**src/rtl/dac_spi_pkg.sv**
```systemverilog
// rtl/dac_spi_pkg.sv - frame layout, command codes and FSM encoding for the DAC SPI receiver
package dac_spi_pkg;

    localparam int FRAME_BITS = 32;
    localparam int DATA_W     = 12;
    localparam int NUM_CH     = 4;
    localparam int CNT_W      = 6;

    localparam logic [CNT_W-1:0] FRAME_CNT = CNT_W'(FRAME_BITS);
    localparam logic [CNT_W-1:0] CNT_MAX   = '1;

    localparam int CMD_LSB  = 20;
    localparam int ADDR_LSB = 16;
    localparam int DATA_LSB = 4;

    localparam logic [3:0] CMD_WR     = 4'b0000;
    localparam logic [3:0] CMD_UPD    = 4'b0001;
    localparam logic [3:0] CMD_WR_UPD = 4'b0011;
    localparam logic [3:0] CMD_PWDN   = 4'b0100;
    localparam logic [3:0] CMD_NOP    = 4'b1111;
    localparam logic [3:0] ADDR_ALL   = 4'hF;

    localparam logic [1:0] ST_IDLE   = 2'd0;
    localparam logic [1:0] ST_SHIFT  = 2'd1;
    localparam logic [1:0] ST_DECODE = 2'd2;

    typedef struct packed {
        logic [3:0]        cmd;
        logic [3:0]        addr;
        logic [DATA_W-1:0] data;
    } frame_t;

    function automatic frame_t decode_frame(input logic [FRAME_BITS-1:0] sr);
        frame_t f;
        f.cmd  = sr[CMD_LSB +: 4];
        f.addr = sr[ADDR_LSB +: 4];
        f.data = sr[DATA_LSB +: DATA_W];
        return f;
    endfunction

    function automatic logic ch_sel(input logic [3:0] addr, input int ch);
        return (addr == ADDR_ALL) || (addr == 4'(ch));
    endfunction

endpackage

```
**src/rtl/dac_spi_receiver_sync_edge_det.sv**
```systemverilog
// rtl/dac_spi_receiver_sync_edge_det.sv - two-flop synchroniser with rise/fall pulses
module sync_edge_det (
    input  logic clk_i,
    input  logic rst_ni,
    input  logic d_i,
    output logic level_o,
    output logic rise_o,
    output logic fall_o
);

    logic [2:0] sync_q;

    always_ff @(posedge clk_i or negedge rst_ni) begin
        if (!rst_ni) begin
            sync_q <= 3'b000;
        end else begin
            sync_q <= {sync_q[1:0], d_i};
        end
    end

    assign level_o = sync_q[1];
    assign rise_o  = sync_q[1] & ~sync_q[2];
    assign fall_o  = ~sync_q[1] & sync_q[2];

endmodule

```
**src/rtl/dac_spi_receiver.sv**
```systemverilog
// rtl/dac_spi_receiver.sv - LTC2624-style SPI slave model; DAC_RX_ERR_CNT_EN adds err_cnt_o
module dac_spi_receiver
    import dac_spi_pkg::*;
(
    input  logic                     clk_i,
    input  logic                     rst_ni,
    input  logic                     spi_sck_i,
    input  logic                     spi_mosi_i,
    input  logic                     dac_cs_i,
    input  logic                     dac_clr_i,
    output logic                     frame_vld_o,
    output logic                     frame_err_o,
    output logic [3:0]               cmd_o,
    output logic [3:0]               addr_o,
    output logic [DATA_W-1:0]        data_o,
    output logic [NUM_CH*DATA_W-1:0] dac_out_o,
`ifdef DAC_RX_ERR_CNT_EN
    output logic [7:0]               err_cnt_o,
`endif
    output logic [NUM_CH-1:0]        pwr_dn_o
);

    logic sck_lvl, sck_rise, sck_fall;
    logic mosi_lvl, mosi_rise, mosi_fall;
    logic cs_lvl, cs_rise, cs_fall;

    sync_edge_det u_sck  (.clk_i(clk_i), .rst_ni(rst_ni), .d_i(spi_sck_i),
                          .level_o(sck_lvl), .rise_o(sck_rise), .fall_o(sck_fall));
    sync_edge_det u_mosi (.clk_i(clk_i), .rst_ni(rst_ni), .d_i(spi_mosi_i),
                          .level_o(mosi_lvl), .rise_o(mosi_rise), .fall_o(mosi_fall));
    sync_edge_det u_cs   (.clk_i(clk_i), .rst_ni(rst_ni), .d_i(dac_cs_i),
                          .level_o(cs_lvl), .rise_o(cs_rise), .fall_o(cs_fall));

    logic unused_sync;
    assign unused_sync = sck_lvl ^ sck_fall ^ mosi_rise ^ mosi_fall ^ cs_lvl;

    // Clear only needs a level, so a plain two-flop chain is enough.
    logic [1:0] clr_sync_q;
    always_ff @(posedge clk_i or negedge rst_ni) begin
        if (!rst_ni) begin
            clr_sync_q <= 2'b00;
        end else begin
            clr_sync_q <= {clr_sync_q[0], dac_clr_i};
        end
    end
    logic clr_active;
    assign clr_active = ~clr_sync_q[1];

    logic [1:0]            state_q, state_d;
    logic [FRAME_BITS-1:0] shift_q, shift_d;
    logic [CNT_W-1:0]      cnt_q, cnt_d;

    always_comb begin
        state_d = state_q;
        shift_d = shift_q;
        cnt_d   = cnt_q;
        case (state_q)
            ST_IDLE: begin
                if (cs_fall) begin
                    state_d = ST_SHIFT;
                    shift_d = '0;
                    cnt_d   = '0;
                end
            end
            ST_SHIFT: begin
                if (sck_rise) begin
                    shift_d = {shift_q[FRAME_BITS-2:0], mosi_lvl};
                    if (cnt_q != CNT_MAX) begin
                        cnt_d = cnt_q + 1'b1;
                    end
                end
                if (cs_rise) begin
                    state_d = ST_DECODE;
                end
            end
            default: state_d = ST_IDLE;
        endcase
    end

    logic   frame_ok, frame_bad;
    frame_t frame;
    assign frame_ok  = (state_q == ST_DECODE) && (cnt_q == FRAME_CNT);
    assign frame_bad = (state_q == ST_DECODE) && (cnt_q != FRAME_CNT);
    assign frame     = decode_frame(shift_q);

    logic [NUM_CH-1:0][DATA_W-1:0] inp_q, inp_d, dac_q, dac_d;
    logic [NUM_CH-1:0]             pd_q, pd_d;

    always_comb begin
        inp_d = inp_q;
        dac_d = dac_q;
        pd_d  = pd_q;
        if (frame_ok) begin
            for (int ch = 0; ch < NUM_CH; ch++) begin
                if (ch_sel(frame.addr, ch)) begin
                    case (frame.cmd)
                        CMD_WR: begin
                            inp_d[ch] = frame.data;
                            pd_d[ch]  = 1'b0;
                        end
                        CMD_UPD: begin
                            dac_d[ch] = inp_q[ch];
                            pd_d[ch]  = 1'b0;
                        end
                        CMD_WR_UPD: begin
                            inp_d[ch] = frame.data;
                            dac_d[ch] = frame.data;
                            pd_d[ch]  = 1'b0;
                        end
                        CMD_PWDN: pd_d[ch] = 1'b1;
                        default:  ;
                    endcase
                end
            end
        end
        // Clear wins over any write decoded in the same cycle.
        if (clr_active) begin
            inp_d = '0;
            dac_d = '0;
            pd_d  = '0;
        end
    end

    logic [3:0]        cmd_q, addr_q;
    logic [DATA_W-1:0] data_q;
    logic              vld_q, err_q;

    always_ff @(posedge clk_i or negedge rst_ni) begin
        if (!rst_ni) begin
            state_q <= ST_IDLE;
            shift_q <= '0;
            cnt_q   <= '0;
            inp_q   <= '0;
            dac_q   <= '0;
            pd_q    <= '0;
            cmd_q   <= '0;
            addr_q  <= '0;
            data_q  <= '0;
            vld_q   <= 1'b0;
            err_q   <= 1'b0;
        end else begin
            state_q <= state_d;
            shift_q <= shift_d;
            cnt_q   <= cnt_d;
            inp_q   <= inp_d;
            dac_q   <= dac_d;
            pd_q    <= pd_d;
            vld_q   <= frame_ok;
            err_q   <= frame_bad;
            if (frame_ok) begin
                cmd_q  <= frame.cmd;
                addr_q <= frame.addr;
                data_q <= frame.data;
            end
        end
    end

`ifdef DAC_RX_ERR_CNT_EN
    logic [7:0] err_cnt_q;
    always_ff @(posedge clk_i or negedge rst_ni) begin
        if (!rst_ni) begin
            err_cnt_q <= 8'd0;
        end else if (frame_bad && (err_cnt_q != 8'hFF)) begin
            err_cnt_q <= err_cnt_q + 8'd1;
        end
    end
    assign err_cnt_o = err_cnt_q;
`endif

    assign frame_vld_o = vld_q;
    assign frame_err_o = err_q;
    assign cmd_o       = cmd_q;
    assign addr_o      = addr_q;
    assign data_o      = data_q;
    assign dac_out_o   = dac_q;
    assign pwr_dn_o    = pd_q;

endmodule

```
**config.mk**
```make
export PLATFORM = sky130hd
export DESIGN_NAME = dac_spi_receiver
export DESIGN_NICKNAME = d
export VERILOG_FILES = /design/src/rtl/dac_spi_pkg.sv /design/src/rtl/dac_spi_receiver_sync_edge_det.sv /design/src/rtl/dac_spi_receiver.sv
export SDC_FILE = /design/constraint.sdc
export NUM_CORES = 1
export LEC_CHECK = 0
export CAP_MARGIN = 20
export CORE_ASPECT_RATIO = 0.75
export CORE_UTILIZATION = 55
export CTS_BUF_LIST = sky130_fd_sc_hd__clkbuf_8
export DETAILED_ROUTE_END_ITERATION = 8
export PLACE_DENSITY_LB_ADDON = 0.08
export SYNTH_ARGS = -nofsm -noshare
export SYNTH_HDL_FRONTEND = slang
export SYNTH_SLANG_ARGS = --single-unit
```
**constraint.sdc**
```tcl
create_clock -name clk_i -period 2.78 [get_ports clk_i]
set_input_delay 0.556 -clock clk_i [delete_from_list [all_inputs] [get_ports clk_i]]
set_output_delay 0.556 -clock clk_i [all_outputs]
set_load 0.01 [all_outputs]
```
==> flow_summary.json, run 1 <==
{
  "run_status": "finished clean",
  "clk_latency_ps": 450,
  "syn_to_final_growth_pct": 19.2,
  "coreArea_um2": 12600,
  "hpwl_mm": 12.8,
  "synthAdderAreaFrac_pct": 0.346,
  "antenna_found_initial": 0,
  "switching_share_pct": 24.2,
  "vias_per_cell": 6.40,
  "crit_top_cell": "or3_1",
  "worst_ep_required_time_ps": 3130,
  "r2r_slack_ps": 500,
  "dpl_cell_area_um2": 8180,
  "grt_max_degree": 53,
  "tightestPinTransition_ps": 758,
  "clock.fmax_ghz": 0.438,
  "ys_ff_latch": 164,
  "cts_made_buffers": 17,
  "ys_seq_area_share_pct": 56.7,
  "cts.sinks": 164,
  "drt_pre_antenna_iters": 5,
  "synth_nets": 680,
  "n_antenna_cell": 0,
  "antenna_left": 0,
  "switchingPower_uw": 1140,
  "netlist_area_um2": 7230,
  "ir_drop_mv": 0.549,
  "hold_class": "in -> async",
  "maxCapViolations": 0,
  "slew_violations": 0,
  "drive_gt1_share_pct": 11.1,
  "ff2ff_path_depth": 4,
  "hold_violations": 0,
  "p_leak_uw": 0.00375,
  "io_buffers": 79,
  "routed-via-count": 5848,
  "crit_type": "reg -> reg",
  "start_kind": "flip-flop",
  "critPathMaxStageDelay_ps": 610,
  "num_rows": 35,
  "period_share_pct": 82.1,
  "drc": 0,
  "fillCellCount": 945,
  "fin_tns_setup_ps": 0,
  "slowest_stage": "or3_1",
  "powerDensity_nw_per_um2": 546,
  "grt_pass1_wl_mm": 30.7,
  "clk_pin_slew_ps": 90,
  "skew_ps": 13.3,
  "ys.flop_type": "dfrtp_1",
  "synth_edf_count": 0,
  "cp_max_fo": 18,
  "grt.overflow.total": 0,
  "drt_first_iter_violations": 552,
  "die_area_um2": 13600,
  "die_h_um": 101,
  "ios": 80,
  "internal-power_uw": 3570,
  "async_flop_share_pct": 100,
  "synthCells": 672,
  "placedCellCount": 883,
  "relSlewSlack_pct": 49.5,
  "synthMuxAreaShare_pct": 1.00,
  "hold_ws_ps": 26.6,
  "synth.avg_cell_area_um2": 10.8,
  "final_nets": 744,
  "cp-end-kind": "flip-flop",
  "crit_chain": "xor2_1, or3_1, or3_1, o221ai_1",
  "synth_cell_types": 51,
  "grt_pass1_vias": 5538,
  "postCtsResizedCells": 0,
  "design_area_um2": 8620,
  "clockRootBuffer": "clkbuf_8",
  "layout_commonest_cell": "dfrtp_1",
  "post_cts_buffers": 0,
  "routed_wl_mm": 18.9,
  "tritoncts": "yes",
  "fin_crit_ps": 2280,
  "fp.dieW_um": 134,
  "p_comb_share_pct": 6.1,
  "fin_ws_ps": 499,
  "synth_xor_area_share_pct": 0.242,
  "cts_hold_buffers": 0,
  "synth_warnings": 0,
  "arrival_ps": 2640,
  "place_ws_ps": 538,
  "final-instance-count-excl-fill": 914,
  "layout_common_cells": "163 x dfrtp_1, 139 x nand2_1, 78 x clkdlybuf4s50_1",
  "initial_core_util_pct": 57.6,
  "setup_viol_count_final": 0,
  "synth-simple-area-share_pct": 12.8,
  "synth_top_family_by_area": "compound AO/OA/AOI/OAI gates",
  "seq_power_share_pct": 53.4,
  "synth_compound_area_share_pct": 24.9,
  "rsz0062_at_grt": "false",
  "grt.total_usage_pct": 30.0,
  "htreeDepth": 4,
  "wl_per_cell_um": 20.7,
  "r2r_end": "inp_q[47]",
  "reg2reg_from": "shift_q[20]",
  "routabilityCongestion": 0.842,
  "clockBufferDepth": 2,
  "power.share.clock_pct": 40.5
}
## how the worst max path moves through the flow
stage	start	end	slack (ps)	cells after the start
6_report	shift_q[20]	inp_q[47]	500	4
5_1_grt	shift_q[20]	inp_q[44]	400	4
4_1_cts	shift_q[20]	inp_q[47]	520	4
3_5_place_dp	shift_q[20]	inp_q[47]	540	4
3_3_place_gp	shift_q[20]	inp_q[47]	640	4
2_1_floorplan	shift_q[19]	inp_q[13]	950	6
## power by group through the flow
stage	logic (uW)	clock network, uW	registers [uW]
after floorplan	207	0	2510
after global routing	321	2040	2520
after detailed placement	289	0	2560
final	287	1910	2510
after CTS	290	1930	2510
after global placement	278	0	2550
## layout make-up
| class | instances | area (um^2) | area share (%) |
|---|---|---|---|
| Tap cell | 166 | 208 | 2.41 |
| Inverter | 10 | 37.5 | 0.435 |
| Clock buffer | 19 | 262 | 3.03 |
| Sequential cell | 164 | 4110 | 47.6 |
| Multi-Input combinational cell | 442 | 2850 | 33.0 |
| Clock inverter | 12 | 179 | 2.08 |
| Timing Repair Buffer | 101 | 982 | 11.4 |
## synth_stat cells, types with 3 or more instances
master	n	share of area, %
o211ai_1	28	2.9
a21oi_1	64	4.4
nand3_1	6	0.42
o211ai_2	20	3.5
and2_1	12	1.0
a221o_1	12	1.7
or3_1	3	0.26
nor2_1	4	0.21
clkbuf_1	41	2.1
buf_6	4	0.62
o221ai_1	12	1.5
o2bb2ai_1	47	5.7
o311a_1	3	0.42
nand3b_1	8	0.83
nand2_1	139	7.2
buf_2	8	0.55
o21ai_0	14	0.97
mux2i_1	5	0.69
inv_1	10	0.52
a22o_1	21	2.5
buf_1	3	0.16
a21o_1	6	0.62
dfrtp_1	164	57
and3_1	3	0.26
## critical path: cells and delay by family (launching register included)
| kind | cells | cell delay (ps) |
|---|---|---|
| and+or+nand+nor | 2 | 1220 |
| DFF | 1 | 480 |
| AOI/OAI and AO/OA | 1 | 280 |
| xor gates and xnor gates | 1 | 200 |
## stage by stage
| step | utilization, % | power, uW |
|---|---|---|
| floorplan | - | 2720 |
| global placement | 65.1 | 2830 |
| detailed placement | 65.1 | 2850 |
| CTS | 68.6 | 4730 |
| global route | 68.6 | 4880 |
| finish | 68.6 | 4710 |
## kinds of logic (layout without fill, tap and decap cells)
logic type / count (synthesis) / after routing
simple gates: 197 / 197
mux: 7 / 7
buf+inv: 66 / 142
xor+xnor: 2 / 2
compound gates: 234 / 234
fa+ha+maj: 2 / 2
flops: 164 / 164
## registers in the layout (all words and copies together) (netlist names)
signal and cells:
pwr_dn_o 4, cnt_q 6, inp_q 48, u_cs.sync_q 3, frame_err_o 1, u_mosi.sync_q 2, data_o 12, shift_q 24
frame_vld_o 1, u_sck.sync_q 3, cmd_o 4, dac_out_o 48, clr_sync_q 2, addr_o 4, state_q 2
## routing by layer
layer | GRT usage, % | share of wire [%] | vias to the layer above
met5 | 0 | 0 | -
met4 | 10.2 | 1.5 | 0
met3 | 6.11 | 7.5 | 29
met2 | 44.2 | 46 | 269
met1 | 44.7 | 45 | 2973
li1 | - | - | 2577
Power figures use the tool's default switching activity.
==> inputs of run 2 (changes only) <==
- CORE_UTILIZATION: 55 -> 53
- clock period: 2.78 -> 2.02 ns (I/O delays scaled with it)
==> flow_summary.json, run 2 (synthesis gave the netlist of run 1 again) <==
{
  "run_status": "finished clean",
  "relSlewSlack_pct": 70.4,
  "cp_max_fo": 17,
  "vias_per_cell": 6.17,
  "seq_power_share_pct": 52.6,
  "syn_to_final_growth_pct": 22.0,
  "switching_share_pct": 23.8,
  "io_buffers": 79,
  "antenna_found_initial": 0,
  "coreArea_um2": 13200,
  "power.share.clock_pct": 38.9,
  "period_share_pct": 95.9,
  "clock.fmax_ghz": 0.516,
  "initial_core_util_pct": 55.0,
  "cp-end-kind": "flip-flop",
  "post-route-util_pct": 67.1,
  "layout_common_cells": "163 x dfrtp_1, 138 x nand2_1, 78 x clkdlybuf4s50_1",
  "clockBufferDepth": 2,
  "fp.dieW_um": 137,
  "powerDensity_nw_per_um2": 734,
  "internal-power_uw": 4930,
  "drive_gt1_share_pct": 14.2,
  "crit_type": "reg -> reg",
  "arrival_ps": 2280,
  "routed-via-count": 5802,
  "grt.total_usage_pct": 28.6,
  "setup_viol_count_final": 0,
  "num_rows": 36,
  "antenna_left": 0,
  "hold_violations": 0,
  "wl_per_cell_um": 20.3,
  "grt_pass1_wl_mm": 29.8,
  "cts_made_buffers": 17,
  "hold_class": "reg -> reg",
  "maxCapViolations": 0,
  "drt_pre_antenna_iters": 7,
  "hpwl_mm": 12.9,
  "rsz0062_at_grt": "false",
  "clk_pin_slew_ps": 80,
  "start_kind": "flip-flop",
  "switchingPower_uw": 1540,
  "p_leak_uw": 0.00386,
  "drc": 0,
  "routabilityCongestion": 0.857,
  "grt.overflow.total": 0,
  "clk_latency_ps": 460,
  "skew_ps": 11.2,
  "ios": 80,
  "slew_violations": 0,
  "wl_met3_mm": 1.36,
  "topRoutingLayerUsed": "met4",
  "placedCellCount": 908,
  "fin_crit_ps": 1940,
  "fillCellCount": 1000,
  "drt_first_iter_violations": 546,
  "routed_wl_mm": 19.1,
  "final-instance-count-excl-fill": 941,
  "htreeDepth": 4,
  "tritoncts": "yes",
  "die_area_um2": 14100,
  "p_comb_share_pct": 8.6,
  "layout_commonest_cell": "dfrtp_1",
  "ir_drop_mv": 0.472,
  "clockRootBuffer": "clkbuf_8",
  "n_antenna_cell": 0,
  "met1Wirelength_mm": 9.17,
  "post_cts_buffers": 0,
  "tightestPinTransition_ps": 440,
  "die_h_um": 103,
  "grt_pass1_vias": 5454,
  "multi_input_area_um2": 2900,
  "cts.sinks": 164,
  "wl_met2_mm": 8.27,
  "regArea_um2": 4110,
  "final_nets": 766,
  "grt_max_degree": 55,
  "worst_ep_required_time_ps": 2360
}
## run 2: cell types whose count changed in the layout (fill, tap and decap cells not counted), moves of 2 or more
cell	delta
clkinv_2	+3
inv_6	-2
buf_4	+20
o311a_4	+2
o311a_1	-2
## run 2: final cells by class
type                    instances  area share, %
clock buffers                  18           2.81
clock inverters                13           1.90
inverters                      10          0.468
multi-input cells             442           32.9
flip-flops and latches        164           46.5
well taps                     171           2.43
repair buffers                122           13.0
repair inverters                1         0.0567
## run 2: worst paths after layout
path	end	slack, ps	depth (start not counted)	from
max	dac_out_o[22]	80	5	shift_q[19]
min	u_cs.sync_q[1]	360	0	u_cs.sync_q[0]
max reg2reg	dac_out_o[22]	80	5	shift_q[19]
min reg2reg	u_cs.sync_q[1]	360	0	u_cs.sync_q[0]
max in group asynchronous	inp_q[0]	880	3	rst_ni
min in group asynchronous	frame_vld_o	400	2	rst_ni
## run 2: layer usage
| metal | vias to the layer above | GRT usage [%] |
|---|---|---|
| met3 | 22 | 7.65 |
| met5 | - | 0 |
| met4 | 0 | 8.96 |
| met1 | 2917 | 42.7 |
| li1 | 2632 | - |
| met2 | 231 | 40.7 |
## run 2: power groups by stage
stage	sequential (uW)	clock (uW)	combinational, uW
6_report	3400	2520	554
5_1_grt	3410	2680	615
4_1_cts	3400	2550	549
3_5_place_dp	3470	0	546
3_3_place_gp	3460	0	532
2_1_floorplan	3460	0	286
## run 2: worst max-delay path: stages (launching register included)
cell       delay, ps
dfrtp_1          450
or2_1            320
o311a_1          350
buf_4            210
a21o_1           310
o2bb2ai_1        180
## run 2: timing repair
item,CTS,global route
hold buffers,1,0
resized for setup,1,9
setup endpoints to repair,7,54
hold endpoints to repair,33,0
pin swaps,0,2
cloned,0,1
## run 2: metrics by stage
step	hold WS [ps]	TNS [ps]	instance area [um^2]	setup slack, ps	power, uW
detailed placement	320	-26.2	8340	-19.8	4010
CTS	358	0	8770	36.1	6500
global placement	314	0	8340	97.8	3990
finish	360	0	8820	82.0	6470
global route	362	0	8820	2.40	6710
floorplan	108	0	7230	186	3740
==> inputs of run 3 (changes only) <==
- SETUP_SLACK_MARGIN: default -> 0.3
==> flow_summary.json, run 3 (synthesis gave the netlist of run 1 again) <==
{
  "drt_pre_antenna_iters": 7,
  "r2r_end": "dac_out_o[35]",
  "setup_viol_count_final": 0,
  "vias_per_cell": 6.36,
  "fp.dieW_um": 137,
  "ff2ff_path_depth": 7,
  "fin_crit_ps": 1890,
  "clk_pin_slew_ps": 80,
  "fin_tns_setup_ps": 0,
  "drc": 0,
  "cts.sinks": 164,
  "hold_violations": 0,
  "num_rows": 36,
  "tightestPinTransition_ps": 424,
  "arrival_ps": 2290,
  "worst-path-buf-inv": 2,
  "fillCellCount": 897,
  "routabilityCongestion": 0.852,
  "die_h_um": 103,
  "final-instance-count-excl-fill": 980,
  "grt_pass1_vias": 5844,
  "crit_end": "dac_out_o[35]",
  "io_buffers": 79,
  "tritoncts": "yes",
  "drive_gt1_share_pct": 26.6,
  "routed_wl_mm": 21.8,
  "slowest_stage": "dfrtp_1",
  "routed-via-count": 6233,
  "clockBufferDepth": 2,
  "reg2reg_from": "cnt_q[1]",
  "antenna_left": 0,
  "ios": 80,
  "ir_drop_mv": 0.467,
  "clockRootBuffer": "clkbuf_8",
  "start_kind": "flip-flop",
  "crit_type": "reg -> reg",
  "skew_ps": 12.1,
  "run_status": "finished clean",
  "maxCapViolations": 0,
  "htreeDepth": 4,
  "n_antenna_cell": 0,
  "rsz0062_at_grt": "true",
  "cts_made_buffers": 17,
  "critPathTopFamily": "simple AND/OR/NAND/NOR gates",
  "grt_max_degree": 74,
  "crit_chain": "inv_2, ha_4, and4b_4, and3_4, nand3b_1, buf_6, o2bb2ai_2",
  "critPathLaunch": "cnt_q[1]",
  "relSlewSlack_pct": 71.7,
  "slew_violations": 0,
  "placedCellCount": 902,
  "hpwl_mm": 13.1,
  "antenna_found_initial": 0,
  "clock.fmax_ghz": 0.528,
  "powerDensity_nw_per_um2": 699,
  "drt_first_iter_violations": 679,
  "final_nets": 805,
  "coreArea_um2": 13200,
  "layout_common_cells": "159 x dfrtp_1, 136 x nand2_1, 74 x dlygate4sd2_1",
  "grt.total_usage_pct": 32.1,
  "cp-end-kind": "flip-flop",
  "grt.overflow.total": 0,
  "syn_to_final_growth_pct": 34.2,
  "cp_max_fo": 6,
  "clk_latency_ps": 470,
  "layout_commonest_cell": "dfrtp_1",
  "die_area_um2": 14100,
  "cp.depth": 7,
  "worst_ep_required_time_ps": 2410,
  "r2r_slack_ps": 130,
  "wl_per_cell_um": 22.2,
  "critPathMaxStageDelay_ps": 420,
  "initial_core_util_pct": 55.0,
  "grt_pass1_wl_mm": 32.9,
  "hold_class": "reg -> reg",
  "period_share_pct": 93.7,
  "p_leak_uw": 0.00456
}
run 3: cell count changes in the layout (fill, tap and decap cells not counted), moves of 14 or more:
cell / change
clkdlybuf4s50_1: -74
dlygate4sd2_1: +74
buf_6: +14
o2bb2ai_2: +24
o2bb2ai_1: -29
run 3: layout make-up:
| cell class | count | area (um^2) | share of cell area, % |
|---|---|---|---|
| Sequential cell | 164 | 4110 | 42.3 |
| Clock inverter | 11 | 150 | 1.55 |
| Multi-Input combinational cell | 446 | 3400 | 35.0 |
| Timing Repair Buffer | 158 | 1520 | 15.7 |
| Tap cell | 171 | 214 | 2.20 |
| Clock buffer | 20 | 275 | 2.84 |
| Inverter | 10 | 37.5 | 0.387 |
run 3: worst register-to-register path, cell delays in order, from the launching register on:
cell       delay [ps]
dfrtp_1           420
inv_2             100
ha_4              130
and4b_4           350
and3_4            280
nand3b_1          190
buf_6             210
o2bb2ai_2         140
run 3: what timing repair did:
| action | 4_1_cts | 5_1_grt |
|---|---|---|
| gates cloned | 8 | 1 |
| buffers inserted | 26 | 11 |
| gates resized for setup | 164 | 37 |
| hold endpoints to repair | 41 | 0 |
| pin swaps | 53 | 14 |
| hold buffers | 1 | 0 |
| setup endpoints to repair | 175 | 117 |
run 3: worst min path at each step:
stage                  endpoint  slack (ps)  cells after the start        startpoint
6_report        u_sck.sync_q[1]         350                      0   u_sck.sync_q[0]
5_1_grt          u_cs.sync_q[0]         340                      1          dac_cs_i
4_1_cts        u_mosi.sync_q[0]         340                      1        spi_mosi_i
3_5_place_dp   u_mosi.sync_q[1]         340                      0  u_mosi.sync_q[0]
3_3_place_gp   u_mosi.sync_q[1]         330                      0  u_mosi.sync_q[0]
2_1_floorplan         addr_o[0]         110                      0            rst_ni
run 3: stage by stage:
step | setup slack (ps) | cell area (um^2) | utilization (%) | hold slack [ps] | total power (uW)
2_1_floorplan | 186 | 7290 | - | 108 | 3750
3_3_place_gp | 118 | 8350 | 63.5 | 332 | 3960
3_5_place_dp | 75.8 | 8350 | 63.5 | 336 | 3980
4_1_cts | 173 | 9470 | 72.0 | 340 | 6710
5_1_grt | 108 | 9710 | 73.8 | 340 | 6990
6_report | 127 | 9710 | 73.8 | 353 | 6780
run 3: metal layers:
layer	track usage (%)	up-vias	share of wire [%]	wire, um
li1	-	2731	-	-
met1	48.1	3079	45	9760
met2	44.5	378	43	9390
met3	9.06	45	9.9	2150
met4	11.3	0	2.2	475
met5	0	-	0	0
run 3: where the power goes:
group	total [uW]	switching [uW]	internal, uW
sequential	3420	72.0	3350
clock	2570	1240	1320
combinational	795	422	373
